<file path="config.mk">
export PLATFORM = sky130hd
export DESIGN_NAME = vga_scanout
export DESIGN_NICKNAME = d
export VERILOG_FILES = /design/src/rtl/vga_pkg.sv /design/src/rtl/vga_timing.sv /design/src/rtl/vga_scanout.sv
export SDC_FILE = /design/constraint.sdc
export NUM_CORES = 1
export LEC_CHECK = 0
export CAP_MARGIN = 10
export CORE_UTILIZATION = 60
export DETAILED_ROUTE_END_ITERATION = 8
export PLACE_DENSITY = 0.83
export SYNTH_ARGS = -nofsm -noshare
export SYNTH_HDL_FRONTEND = slang
export SYNTH_HIERARCHICAL = 1
export SYNTH_SLANG_ARGS = --single-unit
export TNS_END_PERCENT = 50
</file>
<file path="constraint.sdc">
create_clock -name clk -period 6.1 [get_ports clk]
set_input_delay 1.83 -clock clk [delete_from_list [all_inputs] [get_ports clk]]
set_output_delay 1.83 -clock clk [all_outputs]
set_load 0.005 [all_outputs]
</file>
<file path="src/rtl/vga_pkg.sv">
// vga_pkg: shared geometry constants and types for the VGA scanout path.
// Contents: framebuffer size, 640x480@60 horizontal/vertical timing constants, pixel_t.
package vga_pkg;
    localparam int         FB_ADDR_W = 16;
    localparam logic [15:0] FB_WIDTH  = 16'd214;
    localparam logic [15:0] FB_HEIGHT = 16'd160;
    localparam logic [9:0] H_VISIBLE = 10'd640;
    localparam logic [9:0] H_FRONT   = 10'd16;
    localparam logic [9:0] H_SYNC    = 10'd96;
    localparam logic [9:0] H_TOTAL   = 10'd800;
    localparam logic [9:0] V_VISIBLE = 10'd480;
    localparam logic [9:0] V_FRONT   = 10'd10;
    localparam logic [9:0] V_SYNC    = 10'd2;
    localparam logic [9:0] V_TOTAL   = 10'd525;
    typedef logic [2:0] pixel_t;
endpackage

</file>
<file path="src/rtl/vga_timing.sv">
// vga_timing: 25 MHz pixel enable plus 800x525 raster counters for 640x480@60.
// Ports: clk, rst (async, active-high); o_pix_en pixel-rate strobe; o_visible, o_hsync_n,
// o_vsync_n, o_vblank decoded from the current (h,v); o_line_wrap / o_frame_wrap /
// o_vblank_start are one-clk strobes on the pix_en clk that ends a line / frame / line 479.
module vga_timing
    import vga_pkg::*;
(
    input  logic clk,
    input  logic rst,
    output logic o_pix_en,
    output logic o_visible,
    output logic o_hsync_n,
    output logic o_vsync_n,
    output logic o_vblank,
    output logic o_line_wrap,
    output logic o_frame_wrap,
    output logic o_vblank_start
);
    logic       r_pix_en;
    logic [9:0] r_h, r_v;
    logic [9:0] w_h_next, w_v_next;
    logic       w_line_wrap, w_frame_wrap;

    always_comb begin
        w_line_wrap  = r_pix_en && (r_h == H_TOTAL - 10'd1);
        w_frame_wrap = w_line_wrap && (r_v == V_TOTAL - 10'd1);
        w_h_next     = !r_pix_en ? r_h : w_line_wrap ? 10'd0 : r_h + 10'd1;
        w_v_next     = !w_line_wrap ? r_v : w_frame_wrap ? 10'd0 : r_v + 10'd1;
    end

    // Counters are rewritten every clk (holding when idle) so their value is always the
    // registered next-state, never an implicit hold.
    always_ff @(posedge clk or posedge rst) begin
        if (rst) begin
            r_pix_en <= 1'b0;
            r_h      <= 10'd0;
            r_v      <= 10'd0;
        end else begin
            r_pix_en <= !r_pix_en;
            r_h      <= w_h_next;
            r_v      <= w_v_next;
        end
    end

    assign o_pix_en       = r_pix_en;
    assign o_visible      = (r_h < H_VISIBLE) && (r_v < V_VISIBLE);
    assign o_hsync_n      = !((r_h >= H_VISIBLE + H_FRONT) && (r_h < H_VISIBLE + H_FRONT + H_SYNC));
    assign o_vsync_n      = !((r_v >= V_VISIBLE + V_FRONT) && (r_v < V_VISIBLE + V_FRONT + V_SYNC));
    assign o_vblank       = r_v >= V_VISIBLE;
    assign o_line_wrap    = w_line_wrap;
    assign o_frame_wrap   = w_frame_wrap;
    assign o_vblank_start = w_line_wrap && (r_v == V_VISIBLE - 10'd1);
endmodule

</file>
<file path="src/rtl/vga_scanout.sv">
// vga_scanout: drives the VGA pins from the 214x160 3bpp framebuffer, each pixel shown 3x3.
// Ports: clk, rst (async, active-high); fb_addr/fb_data framebuffer port A (1-clk read
// latency); vga_r/g/b colour pins; vga_hsync/vga_vsync active-low syncs; vblank high for
// v >= 480; frame_start one-clk pulse on entry to vblank.
// Build option: define VGA_TESTPATTERN_EN to show fb_x[4:2] colour bars instead of fb_data.
module vga_scanout
    import vga_pkg::*;
(
    input  logic                 clk,
    input  logic                 rst,
    output logic [FB_ADDR_W-1:0] fb_addr,
    input  pixel_t               fb_data,
    output logic                 vga_r,
    output logic                 vga_g,
    output logic                 vga_b,
    output logic                 vga_hsync,
    output logic                 vga_vsync,
    output logic                 vblank,
    output logic                 frame_start
);
    logic w_pix_en, w_visible, w_hsync_n, w_vsync_n, w_vblank;
    logic w_line_wrap, w_frame_wrap, w_vblank_start;

    vga_timing u_timing (
        .clk           (clk),
        .rst           (rst),
        .o_pix_en      (w_pix_en),
        .o_visible     (w_visible),
        .o_hsync_n     (w_hsync_n),
        .o_vsync_n     (w_vsync_n),
        .o_vblank      (w_vblank),
        .o_line_wrap   (w_line_wrap),
        .o_frame_wrap  (w_frame_wrap),
        .o_vblank_start(w_vblank_start)
    );

    // fb_x runs past 213 through horizontal blanking (up to 266), hence 9 bits.
    logic [8:0]  r_fb_x, w_fb_x_next;
    logic [1:0]  r_hsub, w_hsub_next, r_vsub, w_vsub_next;
    logic [15:0] r_row_base, w_row_base_next;
    logic        w_hsub_wrap, w_vsub_wrap;

    always_comb begin
        w_hsub_wrap     = r_hsub == 2'd2;
        w_vsub_wrap     = r_vsub == 2'd2;
        w_hsub_next     = r_hsub;
        w_fb_x_next     = r_fb_x;
        w_vsub_next     = r_vsub;
        w_row_base_next = r_row_base;
        if (w_frame_wrap) begin
            w_hsub_next     = 2'd0;
            w_fb_x_next     = 9'd0;
            w_vsub_next     = 2'd0;
            w_row_base_next = 16'd0;
        end else if (w_line_wrap) begin
            w_hsub_next     = 2'd0;
            w_fb_x_next     = 9'd0;
            w_vsub_next     = w_vsub_wrap ? 2'd0 : r_vsub + 2'd1;
            w_row_base_next = w_vsub_wrap ? r_row_base + FB_WIDTH : r_row_base;
        end else if (w_pix_en) begin
            w_hsub_next = w_hsub_wrap ? 2'd0 : r_hsub + 2'd1;
            w_fb_x_next = w_hsub_wrap ? r_fb_x + 9'd1 : r_fb_x;
        end
    end

    always_ff @(posedge clk or posedge rst) begin
        if (rst) begin
            r_hsub     <= 2'd0;
            r_fb_x     <= 9'd0;
            r_vsub     <= 2'd0;
            r_row_base <= 16'd0;
        end else begin
            r_hsub     <= w_hsub_next;
            r_fb_x     <= w_fb_x_next;
            r_vsub     <= w_vsub_next;
            r_row_base <= w_row_base_next;
        end
    end

    // Gating to 0 outside the visible area keeps every address below 34240.
    assign fb_addr = w_visible ? r_row_base + {7'd0, r_fb_x} : '0;

    // One-clk delay of the raster flags so they meet fb_data, which lags fb_addr by a clk.
    logic   r_vis_d, r_hs_d, r_vs_d;
    pixel_t w_pix;
`ifdef VGA_TESTPATTERN_EN
    pixel_t r_pat_d;
    always_ff @(posedge clk or posedge rst) begin
        if (rst) r_pat_d <= '0;
        else     r_pat_d <= r_fb_x[4:2];
    end
    assign w_pix = r_pat_d;
`else
    assign w_pix = fb_data;
`endif

    pixel_t r_rgb;
    logic   r_hsync, r_vsync, r_frame_start;

    always_ff @(posedge clk or posedge rst) begin
        if (rst) begin
            r_vis_d       <= 1'b0;
            r_hs_d        <= 1'b1;
            r_vs_d        <= 1'b1;
            r_rgb         <= '0;
            r_hsync       <= 1'b1;
            r_vsync       <= 1'b1;
            r_frame_start <= 1'b0;
        end else begin
            r_vis_d       <= w_visible;
            r_hs_d        <= w_hsync_n;
            r_vs_d        <= w_vsync_n;
            r_rgb         <= r_vis_d ? w_pix : '0;
            r_hsync       <= r_hs_d;
            r_vsync       <= r_vs_d;
            r_frame_start <= w_vblank_start;
        end
    end

    assign {vga_r, vga_g, vga_b} = r_rgb;
    assign vga_hsync   = r_hsync;
    assign vga_vsync   = r_vsync;
    assign vblank      = w_vblank;
    assign frame_start = r_frame_start;
endmodule
</file>
==> reports/results.tsv, run 1 <==
stage	metric	value	unit
run_status	outcome	finished clean	
route	via count	2714	
sta	setup TNS	0	ps
cells_and_area	area of the multi-input gates	1795	um^2
power_and_ir_drop	switching power	0.1587	mW
critical_path	Worst Path Max Fanout	6	
synth	Yosys cell types	56	
place	DP HPWL	4685	um
die	initial core utilization	64.17	%
die	core area	5238	um^2
route	drt drc	0	
synth	Cells after Synth	361	
cts	CTS sink count	58	
route	total wire length after detailed routing	6862	um
critical_path	Setup CP Type	flop to output port	
place	Port Buffers	27	
cts	H-tree levels	3	
cells_and_area	layout cells sized above 1	8.040	%
critical_path	CP bufs+invs	1	
min_path	Min-Delay Path Class	flop to flop	
critical_path	Crit path max-delay family	simple AND/OR/NAND/NOR gates	
power_and_ir_drop	internal power	0.6304	mW
critical_path	Critical Path, Cell by Cell	ha_1, and3_1, a221o_2, a21oi_2, or4_1, a21boi_1, clkdlybuf4s50_1	
die	Die Ht	76.84	um
cts	number of hold-repair buffers added at the cts stage	0	
sta	Final setup viols	0	
critical_path	critical path endpoint category	output port	
global_routing	pin count of the biggest net entering global routing	38	
power_and_ir_drop	sequential share of power	48.9	%
power_and_ir_drop	Lkg Pwr	1.785	nW
sta	worst slew pin tran	815.7	ps
cells_and_area	synth-to-layout area growth	16.53	%
critical_path	slowest stage delay, CP	510	ps
cells_and_area	commonest non-fill, non-tap cells in the layout	dfrtp_1, nor2_1, nand2_1	
critical_path	crit path DAT	2840	ps
route	antenna-violating nets left	0	
power_and_ir_drop	pwr dens	201.5	nW/um^2
synth	top post-synthesis cells by area	dfrtp_1, ha_1, xnor2_1, nor2_1, xor2_1	
global_routing	gr usage total	25.69	%
sta	Final Slew Violations	0	
critical_path	Crit path required time	4270	ps
synth	Post-synth top flop	dfrtp_1	
global_routing	global-route wire length before repair	11980	um
sta	Fin. Hold Viols	0	
sta	Tmin final	4672	ps
route	initial DRC count	215	
sta	RSZ-0062 raised after global routing	false	
power_and_ir_drop	Clk pwr share	49.4	%
cts	CTS Buffer Depth	2	
cts	clk root buf	clkbuf_8	
run	Max-Cap Viols	0	
cts	CTS tree	done	
die	chip width	76.84	um
power_and_ir_drop	Gate power share	1.7	%
sta	skew final	8.924	ps
sta	Max-slew headroom	45.56	%
cells_and_area	# diodes	0	
global_routing	number of global-route vias before repair	2726	
sta	maximum clock frequency	214.0	MHz
cells_and_area	Storage cell area	1456	um^2
cts	Worst-path clk slew	70	ps
critical_path	Slowest-stage cell, CP	clkdlybuf4s50_1	
power_and_ir_drop	peak supply drop	191.5	uV
cts	worst-skew pair later-pin latency	330	ps
synth	Synth Register Bits	58	
route	post-detailed-route wirelength per cell	14.66	um
route	number of vias per cell	5.799	
cts	Post-CTS Resized	0	
cts	postcts setup bufs	0	
synth	syn_nets	381	
synth	synthesized area	3361	um^2
cells_and_area	most common cell after layout, fill and taps aside	dfrtp_1	
cells_and_area	Layout fillers	388	
power_and_ir_drop	switch share	20.11	%
synth	asr flop ratio synth	100.0	%
synth	Avg Cell Area, Syn	9.309	um^2
critical_path	CP Launch Type	flop	
sta	final hold slack	355.9	ps
die	IO Pins	28	
place	gpl congestion	0.8644	
global_routing	Overflow after GRT	0	
cts	CTS buffer count	9	
die	die area	5904	um^2
synth	leading area contributor after synthesis	dfrtp_1	
synth	sequential area share after synthesis	43.34	%
global_routing	antenna violations before repair	0	
sta	Tcrit/Tclk final	76.59	%
synth	post-synth top area share	40.21	%
cells_and_area	Final nets	413	
synth	number of synthesis warnings	6	
die	# rows	26	
route	TritonRoute pass-1 iters	5	
synth	number of synthesized flops with an enable pin	0	
[power by group through the flow]
stage / sequential, mW / clock, mW / combinational [mW]
after floorplan: 0.393 / 0 / 0.00634
after global placement: 0.393 / 0 / 0.0139
after detailed placement: 0.393 / 0 / 0.0142
after CTS: 0.386 / 0.396 / 0.0143
after global routing: 0.386 / 0.411 / 0.0157
final: 0.386 / 0.389 / 0.0135
[path summary, 6_finish.rpt]
kind / from / end / slack [ps] / cells past startpoint
max: r_row_base[5] / fb_addr[13] / 1430 / 7
min: r_hs_d / vga_hsync / 360 / 0
max reg2reg: u_timing/r_v[1] / r_row_base[12] / 3480 / 10
min reg2reg: r_hs_d / vga_hsync / 360 / 0
max in group asynchronous: rst / u_timing/o_pix_en / 3610 / 2
min in group asynchronous: rst / r_row_base[9] / 1940 / 3
[metal layers]
layer / GRT usage [%] / routed length, um / share of wire [%]
met1: 32.21 / 3081 / 45
met5: 0 / 0 / 0
met3: 5.238 / 316 / 4.6
met4: 10.58 / 113 / 1.6
met2: 43.13 / 3350 / 49
[cell families (layout without fill, tap and decap cells)]
kind of cell,Yosys count,after routing,synth area share (%)
AOI/OAI and AO/OA,69,69,12.88
buffers and inverters,27,64,3.239
xor gates and xnor gates,36,36,9.382
DFF,58,58,43.34
muxes,2,2,0.5957
and+or+nand+nor,154,154,24.98
adders and majority gates,15,15,5.585
[synthesized netlist by cell type, drive strengths merged, types with 3 or more instances]
library cell / number
dfrtp: 54
nor2: 37
nand2: 30
o21ai: 21
xnor2: 21
a21oi: 19
inv: 18
nand3: 16
and2: 15
ha: 15
xor2: 15
nand4: 10
and3: 7
nor3: 7
nor3b: 6
a21o: 5
clkbuf: 5
or3: 5
a21boi: 4
dfstp: 4
o31ai: 4
buf: 3
nand2b: 3
nand4b: 3
or4: 3
[registers in the layout (all words and copies together) (netlist names)]
signal / cells
u_timing/r_v: 10
r_rgb: 3
r_hsub: 2
frame_start: 1
vga_vsync: 1
vga_hsync: 1
r_hs_d: 1
u_timing/o_pix_en: 1
u_timing/r_h: 10
r_vs_d: 1
r_fb_x: 9
r_vsub: 2
r_vis_d: 1
r_row_base: 15
[stage by stage]
| step | area [um^2] | setup WS [ps] | utilization (%) | cells | total power [mW] |
|---|---|---|---|---|---|
| after floorplan | 3361 | 2428 | - | 361 | 0.3996 |
| after global placement | 3697 | 1867 | 70.59 | 452 | 0.4070 |
| after detailed placement | 3697 | 1809 | 70.59 | 452 | 0.4073 |
| after CTS | 3916 | 1436 | 74.77 | 468 | 0.7966 |
| after global routing | 3916 | 1260 | 74.77 | 468 | 0.8129 |
| final | 3916 | 1428 | 74.77 | 468 | 0.7891 |
[area by class of cell]
class                   instances  area share (%)
clock buffers                  11           3.610
repair buffers                 29           7.284
multi-input cells             276           45.85
inverters                      19           1.853
clock inverters                 5           1.981
well taps                      70           2.236
flip-flops and latches         58           37.19
Note: power is estimated with default switching activity, not from simulation.
==> run 2: changes to the inputs <==
--- a/config.mk
+++ b/config.mk
@@ -6,9 +6,9 @@
 export NUM_CORES = 1
 export LEC_CHECK = 0
 export CAP_MARGIN = 10
-export CORE_UTILIZATION = 60
+export CORE_UTILIZATION = 58
 export DETAILED_ROUTE_END_ITERATION = 8
-export PLACE_DENSITY = 0.83
+export PLACE_DENSITY = 0.81
 export SYNTH_ARGS = -nofsm -noshare
 export SYNTH_HDL_FRONTEND = slang
 export SYNTH_HIERARCHICAL = 1
==> constraint.sdc (replaced) <==
create_clock -name clk -period 4.88 [get_ports clk]
set_input_delay 1.464 -clock clk [delete_from_list [all_inputs] [get_ports clk]]
set_output_delay 1.464 -clock clk [all_outputs]
set_load 0.005 [all_outputs]
==> reports/results.tsv, run 2 (synthesis gave the netlist of run 1 again) <==
stage	metric	value	unit
global_routing	antenna violations before repair	0	
die	chip width	78.12	um
run	Max-Cap Viols	0	
route	antenna-violating nets left	0	
cts	H-tree levels	3	
sta	Tmin final	4287	ps
cts	CTS buffer count	9	
cells_and_area	Final Util	70.73	%
run_status	outcome	finished clean	
route	number of vias per cell	5.668	
cells_and_area	synth-to-layout area growth	16.60	%
cells_and_area	number of flip-flops in the largest register	15	
sta	maximum clock frequency	233.3	MHz
sta	Max-slew headroom	31.82	%
cells_and_area	most common cell after layout, fill and taps aside	dfrtp_1	
place	DP Area	3700	um^2
critical_path	Worst Path Max Fanout	6	
cells_and_area	area of the multi-input gates	1795	um^2
cells_and_area	commonest non-fill, non-tap cells in the layout	dfrtp_1, nor2_1, nand2_1	
critical_path	critical path endpoint category	output port	
cells_and_area	# diodes	0	
global_routing	number of global-route vias before repair	2636	
sta	RSZ-0062 raised after global routing	false	
power_and_ir_drop	peak supply drop	279.1	uV
cts	CTS Buffer Depth	2	
cells_and_area	Storage cell area	1456	um^2
sta	Fin. Hold Viols	0	
cells_and_area	Top reg by flops	r_row_base	
cts	clk root buf	clkbuf_8	
global_routing	pin count of the biggest net entering global routing	29	
sta	setup TNS	0	ps
critical_path	crit path DAT	2820	ps
power_and_ir_drop	pwr dens	251.0	nW/um^2
cells_and_area	layout cells sized above 1	8.040	%
route	TritonRoute pass-1 iters	5	
die	# rows	27	
power_and_ir_drop	Lkg Pwr	1.785	nW
critical_path	Crit path required time	3420	ps
critical_path	Setup CP Type	flop to output port	
sta	skew final	8.283	ps
die	die area	6103	um^2
critical_path	Critical Path, Cell by Cell	ha_1, and3_1, a221o_2, a21oi_2, or4_1, a21boi_1, clkdlybuf4s50_1	
die	initial core utilization	60.66	%
cts	worst-skew pair later-pin latency	340	ps
cts	CTS tree	done	
cts	Post-CTS Resized	0	
die	Die Ht	78.12	um
min_path	Min-Delay Path Class	flop to flop	
global_routing	global-route wire length before repair	12110	um
critical_path	slowest stage delay, CP	510	ps
cts	number of hold-repair buffers added at the cts stage	0	
global_routing	gr usage total	25.54	%
place	DP HPWL	4776	um
die	core area	5540	um^2
critical_path	CP Launch Type	flop	
route	via count	2664	
cts	Worst-path clk slew	70	ps
place	gpl congestion	0.8638	
cells_and_area	Final nets	413	
cells_and_area	Final Cell Area	3919	um^2
die	IO Pins	28	
cts	CTS sink count	58	
route	post-detailed-route wirelength per cell	14.26	um
sta	worst slew pin tran	1019	ps
route	drt drc	0	
sta	Final setup viols	0	
cts	postcts setup bufs	0	
cells_and_area	largest registers	r_row_base x15, u_timing/r_h x10, u_timing/r_v x10	
route	initial DRC count	179	
cells_and_area	Layout fillers	413	
sta	Final Slew Violations	0	
global_routing	Overflow after GRT	0	
critical_path	Slowest-stage cell, CP	clkdlybuf4s50_1	
route	total wire length after detailed routing	6702	um
place	Port Buffers	27	
sta	Tcrit/Tclk final	87.85	%
[run 2: cell counts in the layout (fill, tap and decap cells not counted)]
Identical to the previous run, type by type.
[run 2: through the flow]
step / hold WS (ps) / setup WS (ps) / total power [mW] / instances
3_5_place_dp: 347.2 / 970.5 / 0.5089 / 454
5_1_grt: 348.0 / 395.7 / 1.018 / 470
4_1_cts: 350.7 / 594.9 / 0.9939 / 470
3_3_place_gp: 346.0 / 1015 / 0.5085 / 454
2_1_floorplan: 345.2 / 1574 / 0.4994 / 361
6_report: 346.4 / 592.9 / 0.9837 / 470
[run 2: cell type report]
cell class / count / share of cell area (%)
Inverter: 19 / 1.852
Clock buffer: 11 / 3.608
Sequential cell: 58 / 37.16
Multi-Input combinational cell: 276 / 45.82
Clock inverter: 5 / 1.980
Tap cell: 72 / 2.299
Timing Repair Buffer: 29 / 7.280
[run 2: layer usage]
| layer | part of all wire, % | track usage [%] | up-vias |
|---|---|---|---|
| met5 | 0 | 0 | - |
| met4 | 1.5 | 10.19 | 0 |
| met3 | 3.9 | 5.116 | 12 |
| met2 | 48 | 41.14 | 64 |
| met1 | 46 | 33.90 | 1255 |
| li1 | - | - | 1333 |
[run 2: where the power goes]
group	internal, mW	leakage, nW	switching [mW]	total [mW]
Sequential	0.482	0.766	0.000299	0.483
Combinational	0.00610	0.910	0.0107	0.0168
Clock	0.299	0.109	0.185	0.484
[run 2: final timing paths]
check,start,endpoint,slack [ps],depth (start not counted)
max,r_row_base[5],fb_addr[15],590,7
min,r_hs_d,vga_hsync,350,0
max reg2reg,u_timing/r_h[0],r_row_base[14],1710,8
min reg2reg,r_hs_d,vga_hsync,350,0
max in group asynchronous,rst,r_hs_d,2700,3
min in group asynchronous,rst,r_rgb[0],1430,2
[run 2: worst max-delay path: cells and delay by family (launching register included)]
family                     cells  cell delay [ps]
DFF                            1              440
AOI/OAI and AO/OA              3              440
buffers and inverters          1              510
adders and majority gates      1              390
and+or+nand+nor                2              710
